<file path="config.mk">
export PLATFORM = sky130hd
export DESIGN_NAME = filter_ctrl_master
export DESIGN_NICKNAME = d
export VERILOG_FILES = /design/src/rtl/filter_ctrl_master.sv
export SDC_FILE = /design/constraint.sdc
export NUM_CORES = 1
export LEC_CHECK = 0
export BUFFER_PORTS_ARGS = -buffer_cell sky130_fd_sc_hd__buf_2
export CAP_MARGIN = 20
export CORE_MARGIN = 2
export CORE_UTILIZATION = 54
export CTS_CLUSTER_DIAMETER = 30
export DETAILED_ROUTE_END_ITERATION = 8
export PLACE_DENSITY = 0.92
export SLEW_MARGIN = 20
export SYNTH_ARGS = -nofsm -noshare
export SYNTH_HDL_FRONTEND = slang
export SYNTH_SLANG_ARGS = --single-unit
</file>
<file path="constraint.sdc">
create_clock -name clk -period 2.8 [get_ports clk]
set_input_delay 0.7 -clock clk [delete_from_list [all_inputs] [get_ports clk]]
set_output_delay 0.7 -clock clk [all_outputs]
set_load 0.01 [all_outputs]
</file>
<file path="src/rtl/filter_ctrl_master.sv">
// filter_ctrl_master: AXI4-Lite initiator that runs the image filter control
// sequence (poll IDLE, load kernel, start, poll DONE, stop) without a host.
//
// Ports:
//   clk, rst_n            clock, asynchronous active-low reset
//   start, kernel         run request; 27-bit {W9..W1} kernel sampled on accept
//   busy, done, error     sequence in progress / completion pulse / sticky fault
//   last_status           last STATUS word read
//   m_axi_control_*       AXI4-Lite master to the filter's s_axi_control port
module filter_ctrl_master #(
    parameter int AXI_CONTROL_DATA_WIDTH = 32,
    parameter int AXI_CONTROL_ADDR_WIDTH = 2,
    parameter int POLL_GAP               = 4,
    parameter int MAX_POLLS              = 1048576
) (
    input  logic                              clk,
    input  logic                              rst_n,
    input  logic                              start,
    input  logic [26:0]                       kernel,
    output logic                              busy,
    output logic                              done,
    output logic                              error,
    output logic [AXI_CONTROL_DATA_WIDTH-1:0] last_status,
    output logic [AXI_CONTROL_ADDR_WIDTH-1:0] m_axi_control_awaddr,
    output logic                              m_axi_control_awvalid,
    input  logic                              m_axi_control_awready,
    output logic [AXI_CONTROL_DATA_WIDTH-1:0] m_axi_control_wdata,
    output logic                              m_axi_control_wvalid,
    input  logic                              m_axi_control_wready,
    input  logic [1:0]                        m_axi_control_bresp,
    input  logic                              m_axi_control_bvalid,
    output logic                              m_axi_control_bready,
    output logic [AXI_CONTROL_ADDR_WIDTH-1:0] m_axi_control_araddr,
    output logic                              m_axi_control_arvalid,
    input  logic                              m_axi_control_arready,
    input  logic [AXI_CONTROL_DATA_WIDTH-1:0] m_axi_control_rdata,
    input  logic [1:0]                        m_axi_control_rresp,
    input  logic                              m_axi_control_rvalid,
    output logic                              m_axi_control_rready
);

    localparam int DW = AXI_CONTROL_DATA_WIDTH;
    localparam int AW = AXI_CONTROL_ADDR_WIDTH;
    localparam int PW = (MAX_POLLS > 0) ? $clog2(MAX_POLLS + 1) : 1;
    localparam int GW = (POLL_GAP > 0) ? $clog2(POLL_GAP + 1) : 1;
    localparam logic [GW-1:0] GAP_RELOAD = GW'((POLL_GAP > 0) ? POLL_GAP - 1 : 0);

    typedef enum logic [2:0] {
        S_IDLE, S_POLL_IDLE, S_WR_FILTER, S_WR_START,
        S_POLL_DONE, S_WR_STOP, S_FINISH
    } state_t;

    // GAP doubles as "issue next transaction" once gap_q has run down to 0.
    typedef enum logic [1:0] { PH_GAP, PH_ADDR, PH_RESP } phase_t;

    state_t          state_q;
    phase_t          ph_q;
    logic [GW-1:0]   gap_q;
    logic [PW-1:0]   polls_q;
    logic [26:0]     kernel_q;
    logic            busy_q, done_q, error_q;
    logic [DW-1:0]   status_q;
    logic [AW-1:0]   awaddr_q, araddr_q;
    logic [DW-1:0]   wdata_q;
    logic            awvalid_q, wvalid_q, bready_q, arvalid_q, rready_q;
    logic            aw_done_q, w_done_q;

    logic            is_poll, is_wr, rd_hs, poll_miss, go, aw_hs, w_hs;
    logic [DW-1:0]   target;
    logic [AW-1:0]   wr_addr;
    logic [DW-1:0]   wr_data;

    always_comb begin
        is_poll   = (state_q == S_POLL_IDLE) || (state_q == S_POLL_DONE);
        is_wr     = (state_q == S_WR_FILTER) || (state_q == S_WR_START) ||
                    (state_q == S_WR_STOP);
        target    = (state_q == S_POLL_DONE) ? DW'(2) : '0;
        rd_hs     = rready_q & m_axi_control_rvalid;
        aw_hs     = awvalid_q & m_axi_control_awready;
        w_hs      = wvalid_q & m_axi_control_wready;
        poll_miss = is_poll && (ph_q == PH_RESP) && rd_hs &&
                    (m_axi_control_rresp == 2'b00) &&
                    (m_axi_control_rdata != target);
        // With no poll gap a missed poll re-reads on the very next edge.
        go        = ((ph_q == PH_GAP) && (gap_q == '0) && (is_poll || is_wr)) ||
                    (poll_miss && (POLL_GAP == 0));
        wr_addr   = (state_q == S_WR_FILTER) ? AW'(2) : '0;
        wr_data   = '0;
        if (state_q == S_WR_FILTER) begin
            wr_data[26:0] = kernel_q;
        end else if (state_q == S_WR_START) begin
            wr_data = DW'(1);
        end
    end

    always_ff @(posedge clk or negedge rst_n) begin
        if (!rst_n) begin
            state_q   <= S_IDLE;
            ph_q      <= PH_GAP;
            gap_q     <= '0;
            polls_q   <= '0;
            kernel_q  <= '0;
            busy_q    <= 1'b0;
            done_q    <= 1'b0;
            error_q   <= 1'b0;
            status_q  <= '0;
            awaddr_q  <= '0;
            araddr_q  <= '0;
            wdata_q   <= '0;
            awvalid_q <= 1'b0;
            wvalid_q  <= 1'b0;
            bready_q  <= 1'b0;
            arvalid_q <= 1'b0;
            rready_q  <= 1'b0;
            aw_done_q <= 1'b0;
            w_done_q  <= 1'b0;
        end else begin
            done_q <= 1'b0;
            unique case (state_q)
                S_IDLE: begin
                    if (start) begin
                        kernel_q <= kernel;
                        error_q  <= 1'b0;
                        busy_q   <= 1'b1;
                        polls_q  <= '0;
                        gap_q    <= '0;
                        ph_q     <= PH_GAP;
                        state_q  <= S_POLL_IDLE;
                    end
                end
                S_POLL_IDLE, S_POLL_DONE: begin
                    unique case (ph_q)
                        PH_GAP: begin
                            if (gap_q != '0) gap_q <= gap_q - 1'b1;
                        end
                        PH_ADDR: begin
                            if (m_axi_control_arready) begin
                                arvalid_q <= 1'b0;
                                rready_q  <= 1'b1;
                                ph_q      <= PH_RESP;
                            end
                        end
                        PH_RESP: begin
                            if (rd_hs) begin
                                rready_q <= 1'b0;
                                status_q <= m_axi_control_rdata;
                                if (m_axi_control_rresp != 2'b00) begin
                                    state_q <= S_IDLE;
                                    ph_q    <= PH_GAP;
                                    busy_q  <= 1'b0;
                                    error_q <= 1'b1;
                                end else if (m_axi_control_rdata == target) begin
                                    state_q <= (state_q == S_POLL_IDLE) ? S_WR_FILTER
                                                                        : S_WR_STOP;
                                    ph_q    <= PH_GAP;
                                    gap_q   <= '0;
                                    polls_q <= '0;
                                end else begin
                                    ph_q  <= PH_GAP;
                                    gap_q <= GAP_RELOAD;
                                end
                            end
                        end
                        default: ph_q <= PH_GAP;
                    endcase
                end
                S_WR_FILTER, S_WR_START, S_WR_STOP: begin
                    unique case (ph_q)
                        PH_GAP: ;
                        PH_ADDR: begin
                            if (aw_hs) begin
                                awvalid_q <= 1'b0;
                                aw_done_q <= 1'b1;
                            end
                            if (w_hs) begin
                                wvalid_q <= 1'b0;
                                w_done_q <= 1'b1;
                            end
                            if ((aw_done_q || aw_hs) && (w_done_q || w_hs)) begin
                                bready_q <= 1'b1;
                                ph_q     <= PH_RESP;
                            end
                        end
                        PH_RESP: begin
                            if (m_axi_control_bvalid) begin
                                bready_q <= 1'b0;
                                ph_q     <= PH_GAP;
                                gap_q    <= '0;
                                if (m_axi_control_bresp != 2'b00) begin
                                    state_q <= S_IDLE;
                                    busy_q  <= 1'b0;
                                    error_q <= 1'b1;
                                end else if (state_q == S_WR_FILTER) begin
                                    state_q <= S_WR_START;
                                end else if (state_q == S_WR_START) begin
                                    state_q <= S_POLL_DONE;
                                    polls_q <= '0;
                                end else begin
                                    state_q <= S_FINISH;
                                    done_q  <= 1'b1;
                                    busy_q  <= 1'b0;
                                end
                            end
                        end
                        default: ph_q <= PH_GAP;
                    endcase
                end
                S_FINISH: state_q <= S_IDLE;
                default:  state_q <= S_IDLE;
            endcase

            if (go) begin
                if (is_poll) begin
                    if ((MAX_POLLS != 0) && (polls_q == PW'(MAX_POLLS))) begin
                        state_q <= S_IDLE;
                        ph_q    <= PH_GAP;
                        busy_q  <= 1'b0;
                        error_q <= 1'b1;
                    end else begin
                        arvalid_q <= 1'b1;
                        araddr_q  <= AW'(1);
                        polls_q   <= polls_q + 1'b1;
                        ph_q      <= PH_ADDR;
                    end
                end else begin
                    awvalid_q <= 1'b1;
                    wvalid_q  <= 1'b1;
                    awaddr_q  <= wr_addr;
                    wdata_q   <= wr_data;
                    aw_done_q <= 1'b0;
                    w_done_q  <= 1'b0;
                    ph_q      <= PH_ADDR;
                end
            end
        end
    end

    assign busy                  = busy_q;
    assign done                  = done_q;
    assign error                 = error_q;
    assign last_status           = status_q;
    assign m_axi_control_awaddr  = awaddr_q;
    assign m_axi_control_awvalid = awvalid_q;
    assign m_axi_control_wdata   = wdata_q;
    assign m_axi_control_wvalid  = wvalid_q;
    assign m_axi_control_bready  = bready_q;
    assign m_axi_control_araddr  = araddr_q;
    assign m_axi_control_arvalid = arvalid_q;
    assign m_axi_control_rready  = rready_q;

endmodule

</file>
==> metrics.txt, run 1 <==
outcome complete, no violations; sequential-to-total area share from yosys stat 0.531; die width about 110 um; worst-margin pin slew 0.639 ns; Startpoint Class flip-flop; EDFF count, synth 0; dpl hpwl 10.8 mm; Post-Syn Area 5990 sq um; Clock Tree Buf Depth 2; path type of the worst min-delay path primary input to asynchronous set/reset pin; Via density slightly above 6; Rel. slew slack 0.571; die height 109 um; fraction of registers with async set or reset after synthesis 1.00; drt pass-1 iters 6; worst-skew pair later-pin latency 0.52 ns; internal power 3.99 mW; Final Hold Viols 0; RSZ-0062 raised after global routing false; DRT iter0 DRCs 623; fraction of layout cells with a size suffix above 1 0.362; # resized after CTS 0; synthesis-to-layout area growth 23.7%; vias in the first global route 5168; Max FO, Critical Path 32; Synth Warn # 0; Flop pwr share 0.416; via count just over 5000; Final Cycle Share 0.896; H-tree levels 4; reg2reg start state_q[2]; routed wire length about 16 mm; DRC violations left 0; total CTS buffers 17; commonest cells after routing, fill and taps aside buf_2 (138), dfrtp_1 (127), mux2_2 (56), nand2_1 (37), nand3_1 (30); dominant cells by area after synthesis dfrtp_1 (53%), mux2_2 (11%), a22o_1 (4.2%); Core Region 10800 sq um; Port Buffers ~140; Power Density about 780 nW/um^2; Seq cells post-synth 127; combinational share of power 0.244; VDD IR max 0.556 mV; setup TNS 0 ns; total gr overflow 0; initial antenna violation count 0; minimum clock period 2.51 ns; ys flop type dfrtp_1; area share of the largest cell type after synthesis 0.531; Max-Cap Viols 0; CTS tree done; Sw Share 0.313; clk slew on worst S/H paths roughly 0.06 ns; r2r setup slk 0.29 ns; Worst setup EP type flip-flop; cell leakage power 3.58 nW; clk_skew slightly above 0.006 ns; sw power 1.82 mW; max frequency between 300 and 400 MHz; Total GRT Usage 0.277; largest area contributor in the netlist dfrtp_1; Fin Hold WS ~0.13 ns; Final GP Congestion about 0.89; Clock Sinks 127; Critical Path RT 3.20 ns; Ports 147; nets@finish ~760; CP startpoint state_q[2]; Finished Core Util 0.683; # hold bufs at CTS 0; total die area 11900 sq um; drt wl/cell 19.0 um; largest net degree at the start of global routing 57; WS Path Type flip-flop to flip-flop; syn_area_per_cell 11.1 sq um; Synth cell types 65; Final Setup Violations 0; Row Count 38; Starting Density 0.552; n_diodes 0; Filler Cells Inserted 770; Clock Power Share 0.340; root cell of the clock tree clkbuf_8; setup bufs post-CTS 0; most common cell after layout, fill and taps aside buf_2; global-route wire length before repair 25.4 mm; Worst Path Arrival 2.91 ns; antenna viol nets, final 0; Syn Inst Count 539; Max Slew Vio Count 0
per-layer routing:
metal / global-route usage / up-vias / routed length [um] / part of all wire
met3: 0.0586 / 41 / 1380 / 0.087
met5: 0 / - / 0 / 0
met4: 0.132 / 0 / 440 / 0.028
li1: - / 2277 / - / -
met2: 0.439 / 304 / 7830 / 0.49
met1: 0.365 / 2560 / 6240 / 0.39
cells in the mapped netlist (all sizes together), types with 3 or more instances:
library cell and instances:
nor3 12, o211ai 4, mux2 62, or4 7, a211o 3, a2111oi 3, nor4 12, a211oi 3
nand2 37, nor2 29, a32oi 4, inv 15, nand4 8, o22ai 5, clkbuf 22, dfrtp 127
a31oi 6, and3 8, mux2i 3, nand3 30, buf 19, o2111ai 3, a21oi 10, o21ai 21
nand2b 4, ha 7, or3 4, and2 4, a22o 29
cell type report:
class | count | area [sq um] | share of cell area
Tap cell | 140 | 175 | 0.0237
Multi-Input combinational cell | 362 | 2570 | 0.348
Inverter | 15 | 56.3 | 0.00761
Timing Repair Buffer | 162 | 883 | 0.119
Clock buffer | 21 | 449 | 0.0607
Sequential cell | 127 | 3180 | 0.429
Clock inverter | 11 | 85.1 | 0.0115
worst max-delay path, cell delays in order, from the launching register on:
cell and delay, ns:
dfrtp_1 0.51, buf_4 0.22, xor2_1 0.31, nand2_1 0.38, nor2_2 0.17, buf_4 0.38, mux2_2 0.39
path summary, 6_finish.rpt:
check / endpoint / cells past startpoint
max: last_status[27] / 6
min: last_status[18] / 1
max reg2reg: last_status[27] / 6
min reg2reg: m_axi_control_araddr[0] / 1
max in group asynchronous: aw_done_q / 2
min in group clk: last_status[9] / 2
metrics by stage:
stage	total power, mW	cells	instance area, sq um	setup WS [ns]
final	5.81	838	7400	0.291
after floorplan	3.23	545	6010	0.286
after global routing	6.07	838	7400	0.125
after global placement	3.74	806	6870	0.0792
after detailed placement	3.83	806	6870	0.0213
after CTS	5.81	838	7400	0.334
power by group through the flow:
stage | combinational (mW) | sequential [mW] | clock (mW)
final | 1.42 | 2.42 | 1.97
after global routing | 1.54 | 2.45 | 2.07
after CTS | 1.42 | 2.41 | 1.98
after detailed placement | 1.40 | 2.43 | 0
after global placement | 1.34 | 2.40 | 0
after floorplan | 0.736 | 2.50 | 0
kinds of logic (layout without fill, tap and decap cells):
group / count (synthesis) / in the layout / share of synthesized area
other: 1 / 7 / 0.000626
AOI/OAI and AO/OA: 110 / 110 / 0.137
adders and majority gates: 7 / 7 / 0.0146
muxes: 65 / 65 / 0.122
DFF: 127 / 127 / 0.531
buffers and inverters: 56 / 209 / 0.0431
xor gates and xnor gates: 4 / 4 / 0.00585
and+or+nand+nor: 169 / 169 / 0.147
sequential cells by signal, summed over array words and instances (netlist names):
name	cells
busy	1
polls_q	21
m_axi_control_awaddr	1
m_axi_control_bready	1
m_axi_control_wdata	27
kernel_q	27
m_axi_control_wvalid	1
m_axi_control_awvalid	1
ph_q	2
m_axi_control_arvalid	1
last_status	32
m_axi_control_rready	1
w_done_q	1
aw_done_q	1
m_axi_control_araddr	1
done	1
error	1
gap_q	3
state_q	3
No activity file was read; power rests on OpenSTA's default activity.
==> run 2, diff against run 1 <==
PLACE_DENSITY = 0.81   (was 0.92)
SLEW_MARGIN = unset   (was 20)
==> metrics.txt, run 2 (synthesis results as in run 1) <==
Finished Layout Cells 841 (+0.36%); die height 109 um (unchanged); root cell of the clock tree clkbuf_8; drt pass-1 iters 5 (-1); Clock Tree Buf Depth 2 (unchanged); global-route wire length before repair 25.0 mm (-2.0%); worst-margin pin slew 0.634 ns (-0.00415 ns); most common cell after layout, fill and taps aside buf_2; total gr overflow 0 (unchanged); Critical Path RT 3.23 ns (+0.03 ns); Final GP Congestion 0.925 (+4.5%); Sw Share 0.304 (-0.00882); via count 5027 (-3.0%); Port Buffers 139 (unchanged); sw power 1.80 mW (-0.87%); Power Density 794 nW/um^2 (+1.2%); DRC violations left 0 (unchanged); Post-Route M1 WL 6.32 mm (+1.2%); Worst setup EP type flip-flop; path type of the worst min-delay path primary input to asynchronous set/reset pin; largest net degree at the start of global routing 50 (-12%); clk slew on worst S/H paths 0.06 ns (about the same); drt wl/cell 18.0 um (-5.3%); setup TNS 0 ns (unchanged); CP bufs+invs 2 (unchanged); Max Slew Vio Count 0 (unchanged); Clock Power Share 0.358 (+0.018); clk_skew 0.00684 ns (+0.000659 ns); minimum clock period 2.40 ns (-0.109 ns); RSZ-0062 raised after global routing false; Routed met2 length 7.59 mm (-3.1%); total die area 11900 sq um (unchanged); Startpoint Class flip-flop; Via density 5.98 (-3.3%); max layer used met4; Rel. slew slack 0.573 (+0.00279); Total GRT Usage 0.267 (-0.00967); setup bufs post-CTS 0 (unchanged); Max FO, Critical Path 15 (-53%); Clock Sinks 127 (unchanged); dpl hpwl 10.7 mm (-0.78%); commonest cells after routing, fill and taps aside buf_2 (138), dfrtp_1 (127), mux2_2 (56), nand2_1 (37), nand3_1 (30); CP Cell Sequence inv_1, ha_1, nor4b_1, and3_1, a21o_1, buf_4, nand3_1, o211ai_1; Core Region 10800 sq um (unchanged); total CTS buffers 17 (unchanged); nets@finish 766 (+0.39%); Row Count 38 (unchanged); routed wire length 15.1 mm (-5.0%); initial antenna violation count 0 (unchanged); # hold bufs at CTS 0 (unchanged); Placed Area 6890 sq um (+0.33%); Max-Cap Viols 0 (unchanged); combinational share of power 0.237 (-0.007); Final Setup Violations 0 (unchanged); max reg flops 32 (unchanged); n_diodes 0 (unchanged); Ports 147 (unchanged); Worst path slowest cell a21o_1; Final Hold Viols 0 (unchanged); post-route cell area 7460 sq um (+0.85%); Starting Density 0.552 (unchanged); H-tree levels 4 (unchanged); cell leakage power 3.62 nW (+1.2%); Final Cycle Share 0.857 (-0.0390); CP peak stage delay 0.53 ns (+0.02 ns); antenna viol nets, final 0 (unchanged); die width 109 um (unchanged); internal power 4.12 mW (+3.3%); max frequency 417 MHz (+4.5%); vias in the first global route 5135 (-0.64%); DRT iter0 DRCs 510 (-18%); Top delay family on crit path compound AO/OA/AOI/OAI gates; fraction of layout cells with a size suffix above 1 0.368 (+0.00558); dpl cells 809 (+0.37%); VDD IR max 0.521 mV (-6.2%); outcome complete, no violations; worst-skew pair later-pin latency 0.51 ns (about the same); synthesis-to-layout area growth 24.7%; # resized after CTS 0 (unchanged); Worst Path Arrival 2.83 ns (-0.08 ns); Flop pwr share 0.406 (-0.010); metal3 WL 910 um (-34%); CTS tree done; WS Path Type flip-flop to flip-flop; Fin Hold WS 0.199 ns (+0.0710 ns)
-- run 2: path summary, 6_finish.rpt --
kind                       slack (ns)               startpoint                       to  cells after the start
max                              0.40               polls_q[0]              polls_q[13]                      8
min in group clk                 0.42   m_axi_control_rdata[8]           last_status[8]                      2
max in group asynchronous        1.86                    rst_n               polls_q[7]                      2
min reg2reg                      0.47  m_axi_control_araddr[0]  m_axi_control_araddr[0]                      1
max reg2reg                      0.40               polls_q[0]              polls_q[13]                      8
min                              0.20                    rst_n               state_q[0]                      1
-- run 2: power groups by stage --
stage / clock [mW] / combinational [mW] / sequential (mW)
after floorplan: 0 / 0.736 / 2.50
after global placement: 0 / 1.35 / 2.40
after detailed placement: 0 / 1.40 / 2.42
after CTS: 2.15 / 1.41 / 2.40
after global routing: 2.24 / 1.54 / 2.45
final: 2.12 / 1.40 / 2.40
-- run 2: routing by layer --
layer  global-route usage  up-vias
met5                    0        -
li1                     -     2290
met2                0.440      212
met1                0.348     2498
met4               0.0940        0
met3               0.0634       27
-- run 2: layout make-up --
cell class	instances	area, sq um
inverter	15	56.3
fill	829	3380
clock buffer	17	414
tap	140	175
multi-input combinational	362	2570
sequential	127	3180
timing repair buffer	165	906
clock inverter	15	160
-- run 2: metrics by stage --
| step | worst slack (ns) | utilization | power [mW] |
|---|---|---|---|
| floorplan | 0.286 | - | 3.23 |
| global placement | 0.0738 | 0.636 | 3.75 |
| detailed placement | 0.0373 | 0.636 | 3.83 |
| CTS | 0.419 | 0.689 | 5.97 |
| global route | 0.220 | 0.689 | 6.23 |
| finish | 0.400 | 0.689 | 5.92 |
==> run 3, diff against run 2 <==
ABC_AREA = 1   (was unset)
CORE_UTILIZATION = 45   (was 54)
PLACE_DENSITY = 0.69   (was 0.81)
==> metrics.txt, run 3 <==
cell leakage power 4.12 nW (+14%); # hold bufs at CTS 0 (unchanged); dpl hpwl 10.1 mm (-5.3%); n_diodes 0 (unchanged); clk slew on worst S/H paths 0.05 ns (about the same); count leader, synth nand2_1; most common cell after layout, fill and taps aside nand2_1; Clock Sinks 127 (unchanged); antenna viol nets, final 0 (unchanged); Final Setup Violations 0 (unchanged); Row Count 42 (+11%); synthesis-to-layout area growth 21.7%; total die area 14700 sq um (+23%); via count 5122 (+1.9%); ys flop type dfrtp_1; Finished Core Util 0.563 (-0.126); nets@finish 937 (+22%); Max-Cap Viols 0 (unchanged); max frequency 464 MHz (+11%); Synth Warn # 0 (unchanged); clk_skew 0.00523 ns (-0.00161 ns); CTS tree done; WS Path Type flip-flop to flip-flop; Final Hold Viols 0 (unchanged); # resized after CTS 0 (unchanged); drt pass-1 iters 7 (+2); Final Cycle Share 0.771 (-0.0867); dominant cells by area after synthesis dfrtp_1 (51%), nand2_1 (14%), nand3_1 (4.9%); total gr overflow 0 (unchanged); Power Density 743 nW/um^2 (-6.4%); Syn Inst Count 719 (+33%); DRC violations left 0 (unchanged); Rel. slew slack 0.619 (+0.0456); DRT iter0 DRCs 359 (-30%); total CTS buffers 17 (unchanged); Max Slew Vio Count 0 (unchanged); drt wl/cell 13.6 um (-24%); vias in the first global route 4880 (-5.0%); routed wire length 14.2 mm (-6.0%); Via density 4.89 (-18%); Critical Path RT 3.09 ns (-0.14 ns); Seq cells post-synth 127 (unchanged); Starting Density 0.463 (-0.0895); Commonest cells post-synth nand2_1 (237), dfrtp_1 (127), nor2_1 (63); area share of the largest cell type after synthesis 0.515 (-0.0163); Worst setup EP type flip-flop; H-tree levels 4 (unchanged); Total GRT Usage 0.204 (-0.0639); EDFF count, synth 0 (unchanged); worst-skew pair later-pin latency 0.42 ns (-0.09 ns); max reg flops 32 (unchanged); commonest cells after routing, fill and taps aside nand2_1 (237), buf_2 (138), dfrtp_1 (127), nor2_1 (62), nand3_1 (61); Core Region 13300 sq um (+23%); Ports 147 (unchanged); Final GP Congestion 0.864 (-6.6%); Max FO, Critical Path 10 (-5); setup bufs post-CTS 0 (unchanged); setup TNS 0 ns (unchanged); Synth cell types 43 (-34%); Worst Path Arrival 2.45 ns (-0.38 ns); Post-Syn Area 6180 sq um (+3.2%); worst-margin pin slew 0.571 ns (-0.0630 ns); global-route wire length before repair 23.7 mm (-5.0%); die width 121 um (+11%); sequential-to-total area share from yosys stat 0.515 (-0.0163); largest net degree at the start of global routing 68 (+36%); path type of the worst min-delay path primary input to asynchronous set/reset pin; Port Buffers 139 (unchanged); Startpoint Class flip-flop; syn_area_per_cell 8.59 sq um (-23%); die height 121 um (+11%); outcome complete, no violations; initial antenna violation count 0 (unchanged); largest area contributor in the netlist dfrtp_1; Clock Tree Buf Depth 2 (unchanged); root cell of the clock tree clkbuf_16; minimum clock period 2.16 ns (-0.243 ns); RSZ-0062 raised after global routing false; VDD IR max 0.488 mV (-6.4%); fraction of registers with async set or reset after synthesis 1.00 (unchanged); fraction of layout cells with a size suffix above 1 0.261 (-0.107)
run 3: cell count changes in the layout (fill, tap and decap cells not counted), moves of 8 or more:
cell	previous run	this run
mux2_2	56	2
and3_1	8	0
nor2_1	28	62
inv_1	15	47
a22o_1	29	0
o21ai_0	11	33
nand3_1	30	61
nor4_1	12	0
nand2_1	37	237
mux2_4	0	20
buf_4	26	6
run 3: layer usage:
layer | GRT usage | share of wire
met3 | 0.0522 | 0.052
met4 | 0.0726 | 0.017
met1 | 0.278 | 0.47
met2 | 0.314 | 0.47
met5 | 0 | 0
run 3: power breakdown:
group	switching, mW	internal [mW]	total, mW
Sequential	0.171	2.12	2.29
Clock	0.778	1.23	2.01
Combinational	0.780	0.504	1.28
run 3: worst max-delay path, cell delays in order, from the launching register on:
cell	delay (ns)
dfrtp_1	0.39
inv_1	0.09
ha_1	0.32
nand2_1	0.18
inv_1	0.15
nand2_1	0.11
inv_1	0.09
a21oi_1	0.08
nor2_1	0.18
nand2_2	0.09
a21oi_4	0.26
nor2_1	0.09
run 3: layout make-up:
class | count | area [sq um]
Inverter | 55 | 209
Timing Repair Buffer | 145 | 756
Sequential cell | 127 | 3180
Clock inverter | 11 | 93.8
Clock buffer | 20 | 447
Multi-Input combinational cell | 513 | 2610
Tap cell | 176 | 220
Fill cell | 1212 | 5830
run 3: worst paths after layout:
check | start | to | slack, ns | cells after the start
max | ph_q[0] | polls_q[2] | 0.64 | 11
min | rst_n | last_status[22] | 0.22 | 1
max reg2reg | ph_q[0] | polls_q[2] | 0.64 | 11
min reg2reg | m_axi_control_araddr[0] | m_axi_control_araddr[0] | 0.46 | 1
max in group asynchronous | rst_n | last_status[27] | 1.81 | 2
min in group clk | m_axi_control_araddr[0] | m_axi_control_araddr[0] | 0.46 | 1
run 3: logic make-up (layout without fill, tap and decap cells):
family / count (synthesis) / count (layout) / synth area share
other cells: 1 / 7 / 0.000607
flops: 127 / 127 / 0.515
fa+ha+maj: 7 / 7 / 0.0142
mux: 22 / 22 / 0.0523
simple gates: 397 / 397 / 0.274
buf+inv: 85 / 231 / 0.0669
xor+xnor: 7 / 7 / 0.00993
compound gates: 73 / 73 / 0.0675
run 3: through the flow:
step / worst slack [ns] / area [sq um] / power, mW / instances / hold slack [ns]
final: 0.643 / 7510 / 5.58 / 1047 / 0.215
after global routing: 0.420 / 7510 / 5.92 / 1047 / 0.223
after CTS: 0.649 / 7510 / 5.64 / 1047 / 0.213
after detailed placement: 0.650 / 6970 / 3.61 / 1016 / 0.451
after global placement: 0.685 / 6970 / 3.58 / 1016 / 0.451
after floorplan: 1.02 / 6200 / 3.17 / 725 / 0.404
